`src/rtl/ps2_mouse_device.sv`:
```
// ps2_mouse_device
//   Device side of a PS/2 mouse link. The device generates every bus clock,
//   answers host commands and streams 3-byte movement packets.
// Ports:
//   clk                     system clock
//   rst                     asynchronous reset, active low
//   tick_cycle              one-cycle movement sample strobe
//   up/down/left/right      movement requests
//   ps2_clk_in/ps2_data_in  raw bus line levels (pulled high when idle)
//   ps2_clk_oe/ps2_data_oe  1 = drive line low, 0 = release (open drain)
//   enabled                 stream reporting active
//   last_cmd                last host byte received without error
//   rx_err                  one-cycle pulse on a host frame parity/stop error
module ps2_mouse_device #(
    parameter int          HALF_PER = 2500,
    parameter logic [7:0]  STEP     = 8'd1
) (
    input  logic       clk,
    input  logic       rst,
    input  logic       tick_cycle,
    input  logic       up,
    input  logic       down,
    input  logic       left,
    input  logic       right,
    input  logic       ps2_clk_in,
    input  logic       ps2_data_in,
    output logic       ps2_clk_oe,
    output logic       ps2_data_oe,
    output logic       enabled,
    output logic [7:0] last_cmd,
    output logic       rx_err
);
    localparam int CW = $clog2(2 * HALF_PER + 1);
    localparam logic [CW-1:0] H_END  = CW'(HALF_PER);
    localparam logic [CW-1:0] B_END  = CW'(2 * HALF_PER - 1);
    localparam logic [CW-1:0] SAMPLE = CW'(HALF_PER + HALF_PER / 2);
    // Cycles the released clock needs to show up through the synchronizer
    // before a low level can be blamed on the host.
    localparam logic [CW-1:0] GUARD  = CW'(4);

    typedef enum logic [2:0] {IDLE, TX_BIT, RX_BIT, RX_ACK, INHIBIT} state_t;

    state_t        state_q, state_d;
    logic          clk_s1_q, clk_s1_d, clk_s2_q, clk_s2_d;
    logic          data_s1_q, data_s1_d, data_s2_q, data_s2_d;
    logic [CW-1:0] cnt_q, cnt_d, idle_cnt_q, idle_cnt_d, rts_cnt_q, rts_cnt_d;
    logic [3:0]    idx_q, idx_d;
    logic [10:0]   tx_sh_q, tx_sh_d;
    logic [9:0]    rx_sh_q, rx_sh_d;
    logic [7:0]    mem_q [4];
    logic [7:0]    mem_d [4];
    logic [1:0]    rd_ptr_q, rd_ptr_d, wr_ptr_q, wr_ptr_d;
    logic [2:0]    count_q, count_d;
    logic [23:0]   seq_q, seq_d;
    logic [1:0]    seq_cnt_q, seq_cnt_d;
    logic          enabled_q, enabled_d, rx_err_q, rx_err_d;
    logic [7:0]    last_cmd_q, last_cmd_d;
    logic          clk_oe_q, clk_oe_d, data_oe_q, data_oe_d;

    logic          bus_idle, rts, push, push_ok, pop, flush;
    logic [7:0]    push_byte, head, x, y;

    always_comb begin
        state_d    = state_q;
        cnt_d      = cnt_q;
        idx_d      = idx_q;
        tx_sh_d    = tx_sh_q;
        rx_sh_d    = rx_sh_q;
        mem_d      = mem_q;
        rd_ptr_d   = rd_ptr_q;
        wr_ptr_d   = wr_ptr_q;
        count_d    = count_q;
        seq_d      = seq_q;
        seq_cnt_d  = seq_cnt_q;
        enabled_d  = enabled_q;
        last_cmd_d = last_cmd_q;
        rx_err_d   = 1'b0;
        push       = 1'b0;
        push_ok    = 1'b0;
        push_byte  = 8'h00;
        pop        = 1'b0;
        flush      = 1'b0;
        clk_oe_d   = 1'b0;
        data_oe_d  = 1'b0;

        clk_s1_d  = ps2_clk_in;
        clk_s2_d  = clk_s1_q;
        data_s1_d = ps2_data_in;
        data_s2_d = data_s1_q;

        bus_idle = (idle_cnt_q >= H_END);
        rts      = (rts_cnt_q >= H_END);
        head     = mem_q[rd_ptr_q];

        idle_cnt_d = (clk_s2_q && data_s2_q)
                   ? ((idle_cnt_q == H_END) ? H_END : idle_cnt_q + CW'(1)) : '0;
        // Request-to-send is only meaningful while the device is not clocking.
        rts_cnt_d = ((state_q == IDLE || state_q == INHIBIT) && clk_s2_q && !data_s2_q)
                  ? ((rts_cnt_q == H_END) ? H_END : rts_cnt_q + CW'(1)) : '0;

        x = 8'd0;
        if (right && !left) x = STEP;
        else if (left && !right) x = 8'd0 - STEP;
        y = 8'd0;
        if (up && !down) y = STEP;
        else if (down && !up) y = 8'd0 - STEP;

        // Multi-byte responses and packets leave the sequencer one byte per
        // cycle, so they always land in the queue back to back.
        if (seq_cnt_q != 2'd0) begin
            push      = 1'b1;
            push_byte = seq_q[7:0];
            seq_d     = {8'h00, seq_q[23:8]};
            seq_cnt_d = seq_cnt_q - 2'd1;
        end

        case (state_q)
            IDLE: begin
                cnt_d = '0;
                idx_d = 4'd0;
                if (rts) begin
                    state_d = RX_BIT;
                end else if (bus_idle && count_q != 3'd0) begin
                    state_d = TX_BIT;
                    tx_sh_d = {1'b1, ~^head, head, 1'b0};
                end else if (tick_cycle && enabled_q && count_q == 3'd0 &&
                             seq_cnt_q == 2'd0 && (x != 8'd0 || y != 8'd0)) begin
                    seq_d     = {y, x, {2'b00, y[7], x[7], 1'b1, 3'b000}};
                    seq_cnt_d = 2'd3;
                end
            end
            TX_BIT: begin
                // Each bit: released half (data set) then driven-low half.
                if (cnt_q >= GUARD && cnt_q < H_END && !clk_s2_q) begin
                    state_d = INHIBIT;
                    cnt_d   = '0;
                end else if (cnt_q == B_END) begin
                    cnt_d = '0;
                    if (idx_q == 4'd10) begin
                        state_d = IDLE;
                        pop     = 1'b1;
                    end else begin
                        idx_d   = idx_q + 4'd1;
                        tx_sh_d = {1'b1, tx_sh_q[10:1]};
                    end
                end else begin
                    cnt_d = cnt_q + CW'(1);
                end
            end
            RX_BIT: begin
                // Each bit: driven-low half then released half, sampled mid-high.
                if (cnt_q == SAMPLE) rx_sh_d = {data_s2_q, rx_sh_q[9:1]};
                if (cnt_q == B_END) begin
                    cnt_d = '0;
                    if (idx_q == 4'd9) begin
                        state_d = rx_sh_q[9] ? RX_ACK : IDLE;
                        if (rx_sh_q[9] && (^rx_sh_q[8:0])) begin
                            last_cmd_d = rx_sh_q[7:0];
                            seq_d      = {16'h0000, 8'hFA};
                            seq_cnt_d  = 2'd1;
                            case (rx_sh_q[7:0])
                                8'hFF: begin
                                    flush     = 1'b1;
                                    enabled_d = 1'b0;
                                    seq_d     = {8'h00, 8'hAA, 8'hFA};
                                    seq_cnt_d = 2'd3;
                                end
                                8'hF4:   enabled_d = 1'b1;
                                8'hF5:   enabled_d = 1'b0;
                                default: ;
                            endcase
                        end else begin
                            rx_err_d  = 1'b1;
                            seq_d     = {16'h0000, 8'hFE};
                            seq_cnt_d = 2'd1;
                        end
                    end else begin
                        idx_d = idx_q + 4'd1;
                    end
                end else begin
                    cnt_d = cnt_q + CW'(1);
                end
            end
            RX_ACK: begin
                if (cnt_q == B_END) begin
                    state_d = IDLE;
                    cnt_d   = '0;
                end else begin
                    cnt_d = cnt_q + CW'(1);
                end
            end
            INHIBIT: begin
                cnt_d = '0;
                idx_d = 4'd0;
                if (rts) state_d = RX_BIT;
                else if (bus_idle) state_d = IDLE;
            end
            default: state_d = IDLE;
        endcase

        // Aborted TX never pops, so the byte stays at the head for the retry.
        if (flush) begin
            rd_ptr_d = 2'd0;
            wr_ptr_d = 2'd0;
            count_d  = 3'd0;
        end else begin
            push_ok = push && (count_q != 3'd4);
            if (pop) rd_ptr_d = rd_ptr_q + 2'd1;
            if (push_ok) begin
                mem_d[wr_ptr_q] = push_byte;
                wr_ptr_d        = wr_ptr_q + 2'd1;
            end
            count_d = count_q + 3'(push_ok) - 3'(pop);
        end

        case (state_d)
            TX_BIT: begin
                clk_oe_d  = (cnt_d >= H_END);
                data_oe_d = !tx_sh_d[0];
            end
            RX_BIT: clk_oe_d = (cnt_d < H_END);
            RX_ACK: begin
                clk_oe_d  = (cnt_d < H_END);
                data_oe_d = 1'b1;
            end
            default: ;
        endcase
    end

    always_ff @(posedge clk or negedge rst) begin
        if (!rst) begin
            state_q    <= IDLE;
            clk_s1_q   <= 1'b1;
            clk_s2_q   <= 1'b1;
            data_s1_q  <= 1'b1;
            data_s2_q  <= 1'b1;
            cnt_q      <= '0;
            idle_cnt_q <= '0;
            rts_cnt_q  <= '0;
            idx_q      <= 4'd0;
            tx_sh_q    <= '1;
            rx_sh_q    <= '0;
            for (int i = 0; i < 4; i++) mem_q[i] <= 8'h00;
            rd_ptr_q   <= 2'd0;
            wr_ptr_q   <= 2'd0;
            count_q    <= 3'd0;
            // Power-on self-test result is queued as soon as reset lifts.
            seq_q      <= {8'h00, 8'h00, 8'hAA};
            seq_cnt_q  <= 2'd2;
            enabled_q  <= 1'b0;
            last_cmd_q <= 8'h00;
            rx_err_q   <= 1'b0;
            clk_oe_q   <= 1'b0;
            data_oe_q  <= 1'b0;
        end else begin
            state_q    <= state_d;
            clk_s1_q   <= clk_s1_d;
            clk_s2_q   <= clk_s2_d;
            data_s1_q  <= data_s1_d;
            data_s2_q  <= data_s2_d;
            cnt_q      <= cnt_d;
            idle_cnt_q <= idle_cnt_d;
            rts_cnt_q  <= rts_cnt_d;
            idx_q      <= idx_d;
            tx_sh_q    <= tx_sh_d;
            rx_sh_q    <= rx_sh_d;
            mem_q      <= mem_d;
            rd_ptr_q   <= rd_ptr_d;
            wr_ptr_q   <= wr_ptr_d;
            count_q    <= count_d;
            seq_q      <= seq_d;
            seq_cnt_q  <= seq_cnt_d;
            enabled_q  <= enabled_d;
            last_cmd_q <= last_cmd_d;
            rx_err_q   <= rx_err_d;
            clk_oe_q   <= clk_oe_d;
            data_oe_q  <= data_oe_d;
        end
    end

    assign ps2_clk_oe  = clk_oe_q;
    assign ps2_data_oe = data_oe_q;
    assign enabled     = enabled_q;
    assign last_cmd    = last_cmd_q;
    assign rx_err      = rx_err_q;
endmodule

```
`config.mk`:
```
export PLATFORM = sky130hd
export DESIGN_NAME = ps2_mouse_device
export DESIGN_NICKNAME = d
export VERILOG_FILES = /design/src/rtl/ps2_mouse_device.sv
export SDC_FILE = /design/constraint.sdc
export NUM_CORES = 1
export LEC_CHECK = 0
export CORE_MARGIN = 5
export CORE_UTILIZATION = 50
export CTS_CLUSTER_SIZE = 8
export DETAILED_ROUTE_END_ITERATION = 6
export MAX_ROUTING_LAYER = met4
export PLACE_DENSITY = 0.8
export SLEW_MARGIN = 20
export SYNTH_ARGS = -nofsm -noshare
export SYNTH_HDL_FRONTEND = slang
export SYNTH_SLANG_ARGS = --single-unit
```
`constraint.sdc`:
```
create_clock -name clk -period 2.5 [get_ports clk]
set_clock_uncertainty 0.15 [all_clocks]
set_input_delay 0.5 -clock clk [delete_from_list [all_inputs] [get_ports clk]]
set_output_delay 0.5 -clock clk [all_outputs]
set_load 0.02 [all_outputs]
```
# Word-level counts from Yosys, hierarchy flattened
# Cells that the tools add are included.
dict set report op_classes {
  add_sub_neg 9
  n_lt_le_gt_ge 9
  eq_ne 24
  n_mux 82
  bitwise 3
  reduce_logical 50
}
# operator count
set ops {}
lappend ops {{two-way mux 24 bit} 7}
lappend ops {{two-way mux 13 bit} 6}
lappend ops {{two-way mux 8 bit} 8}
lappend ops {{two-way mux 11 bit} 5}
lappend ops {{one-hot mux 24 bit (2 select lines)} 1}
lappend ops {{adder 13 x 1 -> 13 bit (second input constant)} 3}
lappend ops {{== test 13 x 12 -> 1 bit (second input constant)} 3}
lappend ops {{>= comparator 13 x 12 -> 1 bit (second input constant)} 3}
lappend ops {{one-hot mux 13 bit (3 select lines)} 1}
lappend ops {{two-way mux 3 bit} 11}
lappend ops {{bitwise mux 32 bit} 1}
lappend ops {{< comparator 13 x 12 -> 1 bit (second input constant)} 2}
lappend ops {{two-way mux 2 bit} 13}
lappend ops {{== test 8 bit (second input constant)} 3}
lappend ops {{one-hot mux 11 bit (2 select lines)} 1}
lappend ops {{two-way mux 4 bit} 5}
lappend ops {{logical AND 1 bit} 17}
lappend ops {{binary-select mux 8 bit (select 2 bit)} 1}
lappend ops {{demux 8 bit (select 2 bit)} 1}
lappend ops {{two-way mux 16 bit} 1}
lappend ops {{nonzero test 8 bit} 2}
lappend ops {{one-hot mux 3 bit (5 select lines)} 1}
lappend ops {{two-way mux 1 bit} 14}
lappend ops {{== test 13 bit (second input constant)} 1}
lappend ops {{other kinds (33)} 66}
dict set report word_totals {
  reg_bits 148
  output_inout_bits 12
}

# Logic depth before layout (Yosys ltp)
# Gate-level depths: netlist (run 1).
dict set report logic_depth {
  ltp_word 11
  ltp_mapped 11
  mapped_depth_nobuf 10
}

# Worst setup path after synthesis (run 1)
# Ideal clock, no wire load.
dict set report synth_timing {
  path_kind {register to register}
  start {register cnt_q[2]}
  end {register count_q[1]}
  setup_time_ns 0.136
  arrival_ns 2.502
  t_required_ns 2.214
  slack_ns -0.288
  stages_incl_launch_ff 11
  synth_period_minus_slack_ns 2.788
  path_cell_list {dfrtp_1 -> clkbuf_1 -> nor4_1 -> o311ai_1 -> o211ai_1 -> nor3_1 -> ha_1 -> inv_1 -> ha_1 -> fa_1 -> nor2b_1}
}
dict set report synth_via {
  elab_chain_len 7
  elab_cells_between_ends 12
  classes_between {1 x add/sub; 2 x order compare; 1 x eq/ne; 6 x mux; 2 x reduce/logical}
}
# item line_no
set synth_rtl {}
lappend synth_rtl {{start, declared} 46} ;# logic [CW-1:0] cnt_q, cnt_d, idle_cnt_q, idle_cnt_d, rts_cnt_q, rts_cnt_d;
lappend synth_rtl {{start signal, assigned} 261} ;# cnt_q <= cnt_d;
lappend synth_rtl {{>= comparator 13 x 3 -> 1 bit or < comparator 13 x 12 -> 1 bit (tied branches)} 134} ;# if (cnt_q >= GUARD && cnt_q < H_END && !clk_s2_q) begin
lappend synth_rtl {{logical AND 1 bit (2 in series)} 134}
lappend synth_rtl {{two-way mux 1 bit} 134}
lappend synth_rtl {{two-way mux 1 bit} 117} ;# case (state_q)
lappend synth_rtl {{subtractor 3 x 1 -> 3 bit} 213} ;# count_d = count_q + 3'(push_ok) - 3'(pop);
lappend synth_rtl {{two-way mux 3 bit *} 202} ;# if (flush) begin
lappend synth_rtl {{named net count_d[1]} 53} ;# logic [2:0] count_q, count_d;
lappend synth_rtl {{end signal, assigned} 270} ;# count_q <= count_d;
lappend synth_rtl {{end, declared} 53}
# Mark *: on every way through the listed nets, which the timed path passes. The rest lies on a longest branch.
# A chain may end at the register's enable or synchronous reset.

# Final worst setup path (run 1)
dict set report layout_timing {
  start {register cnt_q[12]}
  end {register count_q[1]}
}
# Same word-level chain as after synthesis.

==> results.py, run 1 <==
metrics = {
    "logic_synthesis": {
        "synth_cells": 719,
        "yosysWarnings": 0,
        "ys_seq_area_frac": 0.5100,
        "synth_cell_type_count": 61,
        "synth_top_family_by_area": "simple AND/OR/NAND/NOR gates",
        "synth_edf_count": 0,
        "synth_compound_area_frac": 0.1167,
        "synth_xor_area_frac": 0.05220,
        "synth_ff_type": "dfrtp_1",
        "synth.area.mux_share": 0.06452,
        "synth_area_per_cell_um2": 10.17,
        "synth_nets": 754,
        "synthAdderAreaFrac": 0.04552,
        "syn_area_mm2": 0.007311,
        "postSynth.asyncResetShare": 1.000,
        "yosys_register_bits": 148,
        "yosys.area_share.simple": 0.1823,
    },
    "drt": {
        "avgViaCountPerCell": 5.727,
        "drtPass1Iterations": 5,
        "final_antenna_net_count": 0,
        "drtIter0Drc": 603,
        "avgRoutedWirePerCell_um": 17.87,
        "wl_mm": 18.80,
        "drc": 0,
        "vias": 6025,
    },
    "layout": {
        "area_delta_synth_final_pct": 34.91,
        "n_fill_cell": 959,
        "regArea_mm2": 0.003730,
        "nNetsFinal": 889,
        "multi_input_area_mm2": 0.003969,
        "drive_gt1_frac": 0.3610,
    },
    "power": {
        "peakVddDrop_v": 0.0005056,
        "p_per_area_mw_per_mm2": 502.8,
        "report.power.total_mw": 4.959,
        "p_leak_nw": 4.489,
    },
    "worst_setup_path": {
        "cp.depth": 10,
        "critPathArrivalTime_ns": 2.98,
        "cp.buffers_inverters": 2,
        "crit_start": "cnt_q[12]",
        "cp-endpoint": "count_q[1]",
        "critPathCaptureType": "flip-flop",
        "rr_endpoint": "count_q[1]",
        "rr_worst_depth": 10,
        "crit_family": "simple AND/OR/NAND/NOR gates",
        "critical-path-max-stage-delay_ns": 0.43,
        "worst_setup_path_start_kind": "flip-flop",
        "crit_fanout": 4,
        "slowest_stage": "dfrtp_1",
        "ff2ff_setup_slack_ns": -0.31,
        "crit_path_cell_trace": "nor4_2 -> and4b_1 -> buf_4 -> o211ai_1 -> nor3_2 -> ha_1 -> inv_2 -> ha_4 -> fa_2 -> nor2b_1",
        "critPathKind": "reg -> reg",
        "cp.required_ns": 2.67,
        "r2r-start": "cnt_q[12]",
    },
    "job": {
        "timing.max_cap.violations": 0,
    },
    "sta": {
        "finalWorstPathRequiredPeriod_ns": 2.813,
        "drv_slew": 0,
        "worst_pin_slew_ns": 0.5843,
        "rsz0062_at_grt": "true",
        "clock.fmax_ghz": 0.3555,
        "period_share": 1.125,
        "max_slew_margin": 0.6105,
        "hold_violations": 0,
        "finalSetupViolCount": 61,
        "layout_setup_ws_ns": -0.3131,
    },
    "clocking": {
        "cts_max_level": 4,
        "clock-sinks": 148,
        "clk_latency_ns": 0.43,
        "cts_tree": "yes",
        "clk_pin_slew_worst_paths_ns": 0.06,
        "clockBufferDepth": 2,
        "root_buffer": "clkbuf_16",
        "numCtsBuffers": 17,
    },
    "global_route": {
        "antenna_found_initial": 1,
        "grt_max_degree": 61,
        "first_global_vias": 6017,
        "grt_pass1_wl_mm": 29.33,
        "track_usage": 0.2257,
        "grt-ovfl-total": 0,
    },
    "placement": {
        "place_congestion": 0.8718,
        "dp_worst_setup_slack_ns": -0.5019,
        "io_buffers": 20,
        "dp_hpwl_mm": 11.18,
    },
    "die": {
        "rows": 44,
        "dieArea_mm2": 0.01714,
        "die-width_um": 130.9,
        "initial_utilization": 0.5069,
        "io_pins": 21,
        "die_h_um": 130.9,
        "coreArea_mm2": 0.01442,
    },
    "hold_path": {
        "hold_class": "reg -> reg",
        "min_from": "data_s1_q",
    },
    "run_status": {
        "outcome": "finished with violations",
        "violations": "negative setup slack",
    },
}
routing by layer:
layer	GRT usage	vias to the layer above	part of all wire
li1	-	2786	-
met1	0.2768	3020	0.41
met2	0.3702	188	0.53
met3	0.05041	31	0.045
met4	0.07925	0	0.018
met5	-	-	0
final cells by class:
cell class,instances,share of cell area
Multi-Input combinational cell,523,0.4024
Sequential cell,148,0.3782
Timing Repair Buffer,136,0.1274
Clock buffer,18,0.04453
Tap cell,184,0.02334
Clock inverter,14,0.01281
Inverter,28,0.01116
Antenna cell,1,0.0002537
kinds of logic after synthesis:
logic type,count (synthesis)
DFF,148
xor gates and xnor gates,42
buffers and inverters,53
AOI/OAI and AO/OA,135
and+or+nand+nor,280
muxes,35
adders and majority gates,26
how the worst min path moves through the flow:
stage                            to  cells after the start  slack (ns)
after floorplan            cnt_q[0]                      0        0.05
after global placement    data_s2_q                      0        0.20
after detailed placement  data_s2_q                      0        0.20
after CTS                 data_s2_q                      0        0.21
after global routing      data_s2_q                      0        0.22
final                     data_s2_q                      0        0.21
Yosys cell counts, drive strengths merged, types with 2 or more instances:
library cell	number	area, um^2
dfrtp	128	3203
nand2	120	450.4
nor2	56	210.2
o21ai	50	250.2
a21oi	28	155.2
inv	28	105.1
ha	25	312.8
xnor2	23	201.4
dfstp	20	525.5
nand3	20	100.1
nor3	19	111.4
xor2	18	157.7
mux2	17	191.4
clkbuf	14	52.55
a22oi	12	90.09
buf	11	52.55
a21o	10	75.07
and3	10	62.56
mux2i	10	100.1
a31oi	8	50.05
mux4	8	180.2
or3	8	50.05
nor4	7	58.81
and2	6	37.54
nor2b	6	37.54
or2	6	37.54
nand4	5	31.28
o21a	5	37.54
o211ai	4	35.03
nor4b	3	32.53
o22a	3	26.28
o22ai	3	18.77
o31ai	3	27.52
or4	3	22.52
and4	2	17.52
and4b	2	20.02
nand2b	2	12.51
nand4b	2	17.52
nor3b	2	15.01
o21bai	2	15.01
flip-flops by register name (all words and copies together), names as in the netlist, 2 cells and up:
name,count
cnt_q,13
count_q,3
idle_cnt_q,13
idx_q,4
last_cmd,8
mem_q,32
rd_ptr_q,2
rts_cnt_q,13
rx_sh_q,10
seq_cnt_q,2
seq_q,24
state_q,3
tx_sh_q,11
wr_ptr_q,2
power by group:
part	leakage (nW)	internal [mW]	total (mW)	switching (mW)
clock network	0.277	1.40	2.44	1.04
registers	1.92	2.41	2.41	0.00631
logic	2.29	0.0352	0.108	0.0724
worst register-to-register path: stages (launching register included):
cell and delay, ns:
dfrtp_1 0.43, nor4_2 0.28, and4b_1 0.25, buf_4 0.12, o211ai_1 0.15, nor3_2 0.31
ha_1 0.29, inv_2 0.07, ha_4 0.12, fa_2 0.41, nor2b_1 0.13
timing repair:
action | in CTS | in global routing
hold buffers | 1 | 0
pin swaps | 49 | 43
setup endpoints to repair | 70 | 92
cloned | 6 | 1
setup buffers | 22 | 13
hold endpoints to repair | 47 | 0
gates resized for setup | 71 | 96
through the flow:
stage | utilization | TNS (ns) | instance area [um^2] | std cells | hold WS [ns]
6_report | 0.6838 | -6.036 | 9863 | 1052 | 0.2062
5_1_grt | 0.6838 | -12.14 | 9863 | 1052 | 0.2158
4_1_cts | 0.6565 | -5.423 | 9469 | 1040 | 0.2066
3_5_place_dp | 0.5798 | -10.19 | 8363 | 979 | 0.1970
3_3_place_gp | 0.5798 | -7.193 | 8363 | 979 | 0.1957
2_1_floorplan | - | -0.6378 | 7402 | 719 | 0.05441
cells in the final DEF, fill, tap and decap left out, types with 13 or more instances in the layout:
master           instances
xnor2_1                 22
mux2_2                  16
clkdlybuf4s50_1         19
xor2_1                  18
nor3_1                  13
dfstp_2                 20
o21ai_1                 16
nor2_1                  53
nand2_2                 23
o21ai_2                 22
inv_1                   22
ha_1                    20
nand2_1                 86
clkbuf_16               17
a21oi_1                 21
nand3_1                 19
dfrtp_1                127
buf_4                   93
Power figures use the tool's default switching activity.
==> run 2, diff against run 1 <==
--- a/config.mk
+++ b/config.mk
@@ -5,10 +5,10 @@
 export SDC_FILE = /design/constraint.sdc
 export NUM_CORES = 1
 export LEC_CHECK = 0
-export CORE_MARGIN = 5
 export CORE_UTILIZATION = 50
 export CTS_CLUSTER_SIZE = 8
 export DETAILED_ROUTE_END_ITERATION = 6
+export GPL_ROUTABILITY_DRIVEN = 0
 export MAX_ROUTING_LAYER = met4
 export PLACE_DENSITY = 0.8
 export SLEW_MARGIN = 20
==> results.py, run 2 (synthesis results as in run 1) <==
metrics = {
    "layout": {
        "largest_register_ffs": 32,
        "top_regs": "mem_q (32), seq_q (24)",
        "drive_gt1_frac": 0.3744,
        "nNetsFinal": 882,
        "mostFrequentLayoutCell": "dfrtp_1",
        "diodes": 0,
        "final_cell_mix": "dfrtp_1, buf_4, nand2_1",
        "regMostFlops": "mem_q",
        "n_fill_cell": 849,
        "area_delta_synth_final_pct": 37.91,
        "fin_area_mm2": 0.01008,
        "post-route-util": 0.7152,
    },
    "power": {
        "p_leak_nw": 4.564,
        "p_per_area_mw_per_mm2": 515.0,
        "report.power.total_mw": 5.192,
        "peakVddDrop_v": 0.0005132,
    },
    "worst_setup_path": {
        "critPathCaptureType": "flip-flop",
        "critical-path-max-stage-delay_ns": 0.42,
        "cp.buffers_inverters": 3,
        "cp.required_ns": 2.70,
        "worst_setup_path_start_kind": "flip-flop",
        "critPathArrivalTime_ns": 3.23,
        "slowest_stage": "nor3_1",
        "critPathMostFrequentCell": "buf_4",
        "critPathKind": "reg -> reg",
        "crit_fanout": 6,
        "crit_family": "simple AND/OR/NAND/NOR gates",
        "crit_path_cell_trace": "buf_4 -> buf_4 -> nand3_1 -> nor3_1 -> and4_1 -> o31ai_1 -> a21o_1 -> o21a_1 -> a311oi_2 -> buf_4 -> mux2i_1",
    },
    "placement": {
        "dp_hpwl_mm": 11.48,
        "detailed_place.area_mm2": 0.008305,
        "io_buffers": 20,
    },
    "drt": {
        "drtPass1Iterations": 6,
        "avgRoutedWirePerCell_um": 20.85,
        "wl_mm": 21.69,
        "vias": 6422,
        "drc": 0,
        "final_antenna_net_count": 0,
        "avgViaCountPerCell": 6.175,
        "drtIter0Drc": 686,
    },
    "clocking": {
        "clockBufferDepth": 2,
        "cts_max_level": 4,
        "clock-sinks": 148,
        "clk_latency_ns": 0.43,
        "numCtsBuffers": 17,
        "clk_pin_slew_worst_paths_ns": 0.06,
        "cts_tree": "yes",
        "root_buffer": "clkbuf_16",
    },
    "die": {
        "initial_utilization": 0.5186,
        "io_pins": 21,
        "die_h_um": 122.9,
        "rows": 43,
        "coreArea_mm2": 0.01410,
        "die-width_um": 122.9,
        "dieArea_mm2": 0.01511,
    },
    "sta": {
        "max_slew_margin": 0.6449,
        "drv_slew": 0,
        "clock.fmax_ghz": 0.3301,
        "finalSetupViolCount": 82,
        "hold_violations": 0,
        "layout_setup_ws_ns": -0.5295,
        "period_share": 1.212,
        "rsz0062_at_grt": "true",
        "finalWorstPathRequiredPeriod_ns": 3.029,
        "worst_pin_slew_ns": 0.5326,
    },
    "job": {
        "timing.max_cap.violations": 0,
    },
    "global_route": {
        "track_usage": 0.2729,
        "first_global_vias": 6231,
        "antenna_found_initial": 0,
        "grt_max_degree": 56,
        "grt_pass1_wl_mm": 30.28,
        "grt-ovfl-total": 0,
    },
    "hold_path": {
        "hold_class": "reg -> reg",
    },
    "run_status": {
        "outcome": "finished with violations",
        "violations": "negative setup slack",
    },
}
run 2: path summary, 6_finish.rpt:
| path | startpoint | end | slack, ns | cells after the start |
|---|---|---|---|---|
| setup / recovery | cnt_q[3] | ps2_clk_oe | -0.53 | 11 |
| hold / removal | clk_s1_q | clk_s2_q | 0.21 | 0 |
| setup reg to reg | cnt_q[3] | ps2_clk_oe | -0.53 | 11 |
| hold reg to reg | clk_s1_q | clk_s2_q | 0.21 | 0 |
| max in group asynchronous | rst | data_s1_q | 1.03 | 3 |
| min in group asynchronous | rst | rts_cnt_q[2] | 0.42 | 2 |
run 2: final cells by class:
type                       instances  area [um^2]  area share
sequential                       148         3734      0.3703
multi-input combinational        520         4160      0.4126
inverter                          28        105.1     0.01042
tap                              180        225.2     0.02234
clock inverter                    14        177.7     0.01762
clock buffer                      18        439.2     0.04356
timing repair buffer             132         1241      0.1231
run 2: through the flow:
step | setup slack, ns | std cells | hold slack, ns | setup TNS, ns
2_1_floorplan | -0.05600 | 719 | 0.05441 | -0.6378
3_3_place_gp | -0.4003 | 968 | 0.1985 | -5.808
3_5_place_dp | -0.5363 | 968 | 0.2013 | -10.93
4_1_cts | -0.2908 | 1026 | 0.2093 | -7.216
5_1_grt | -0.6689 | 1040 | 0.2154 | -17.78
6_report | -0.5295 | 1040 | 0.2093 | -11.50
run 2: timing repair:
item,4_1_cts,5_1_grt
cloned,5,1
pin swaps,68,58
buffers inserted,20,14
hold buffers,1,0
endpoints found under the hold margin,34,0
setup endpoints to repair,72,91
gates resized for setup,107,104
run 2: report_power, final:
group / switching, mW / internal, mW / total (mW)
clock network: 1.07 / 1.61 / 2.68
logic: 0.0732 / 0.0311 / 0.104
registers: 0.00681 / 2.41 / 2.41
run 2: metal layers:
| layer | wire, um | vias to the layer above | global-route usage |
|---|---|---|---|
| li1 | - | 2763 | - |
| met5 | 0 | - | - |
| met3 | 1365 | 118 | 0.05166 |
| met1 | 8196 | 3172 | 0.3238 |
| met2 | 10970 | 369 | 0.4347 |
| met4 | 1158 | 0 | 0.1616 |
==> run 3, diff against run 2 <==
--- a/config.mk
+++ b/config.mk
@@ -5,13 +5,13 @@
 export SDC_FILE = /design/constraint.sdc
 export NUM_CORES = 1
 export LEC_CHECK = 0
+export ABC_AREA = 0
 export CORE_UTILIZATION = 50
 export CTS_CLUSTER_SIZE = 8
 export DETAILED_ROUTE_END_ITERATION = 6
 export GPL_ROUTABILITY_DRIVEN = 0
 export MAX_ROUTING_LAYER = met4
 export PLACE_DENSITY = 0.8
-export SLEW_MARGIN = 20
 export SYNTH_ARGS = -nofsm -noshare
 export SYNTH_HDL_FRONTEND = slang
 export SYNTH_SLANG_ARGS = --single-unit
==> results of run 3 <==
No change in the layout: final DEF, timing and power equal those of run 2.
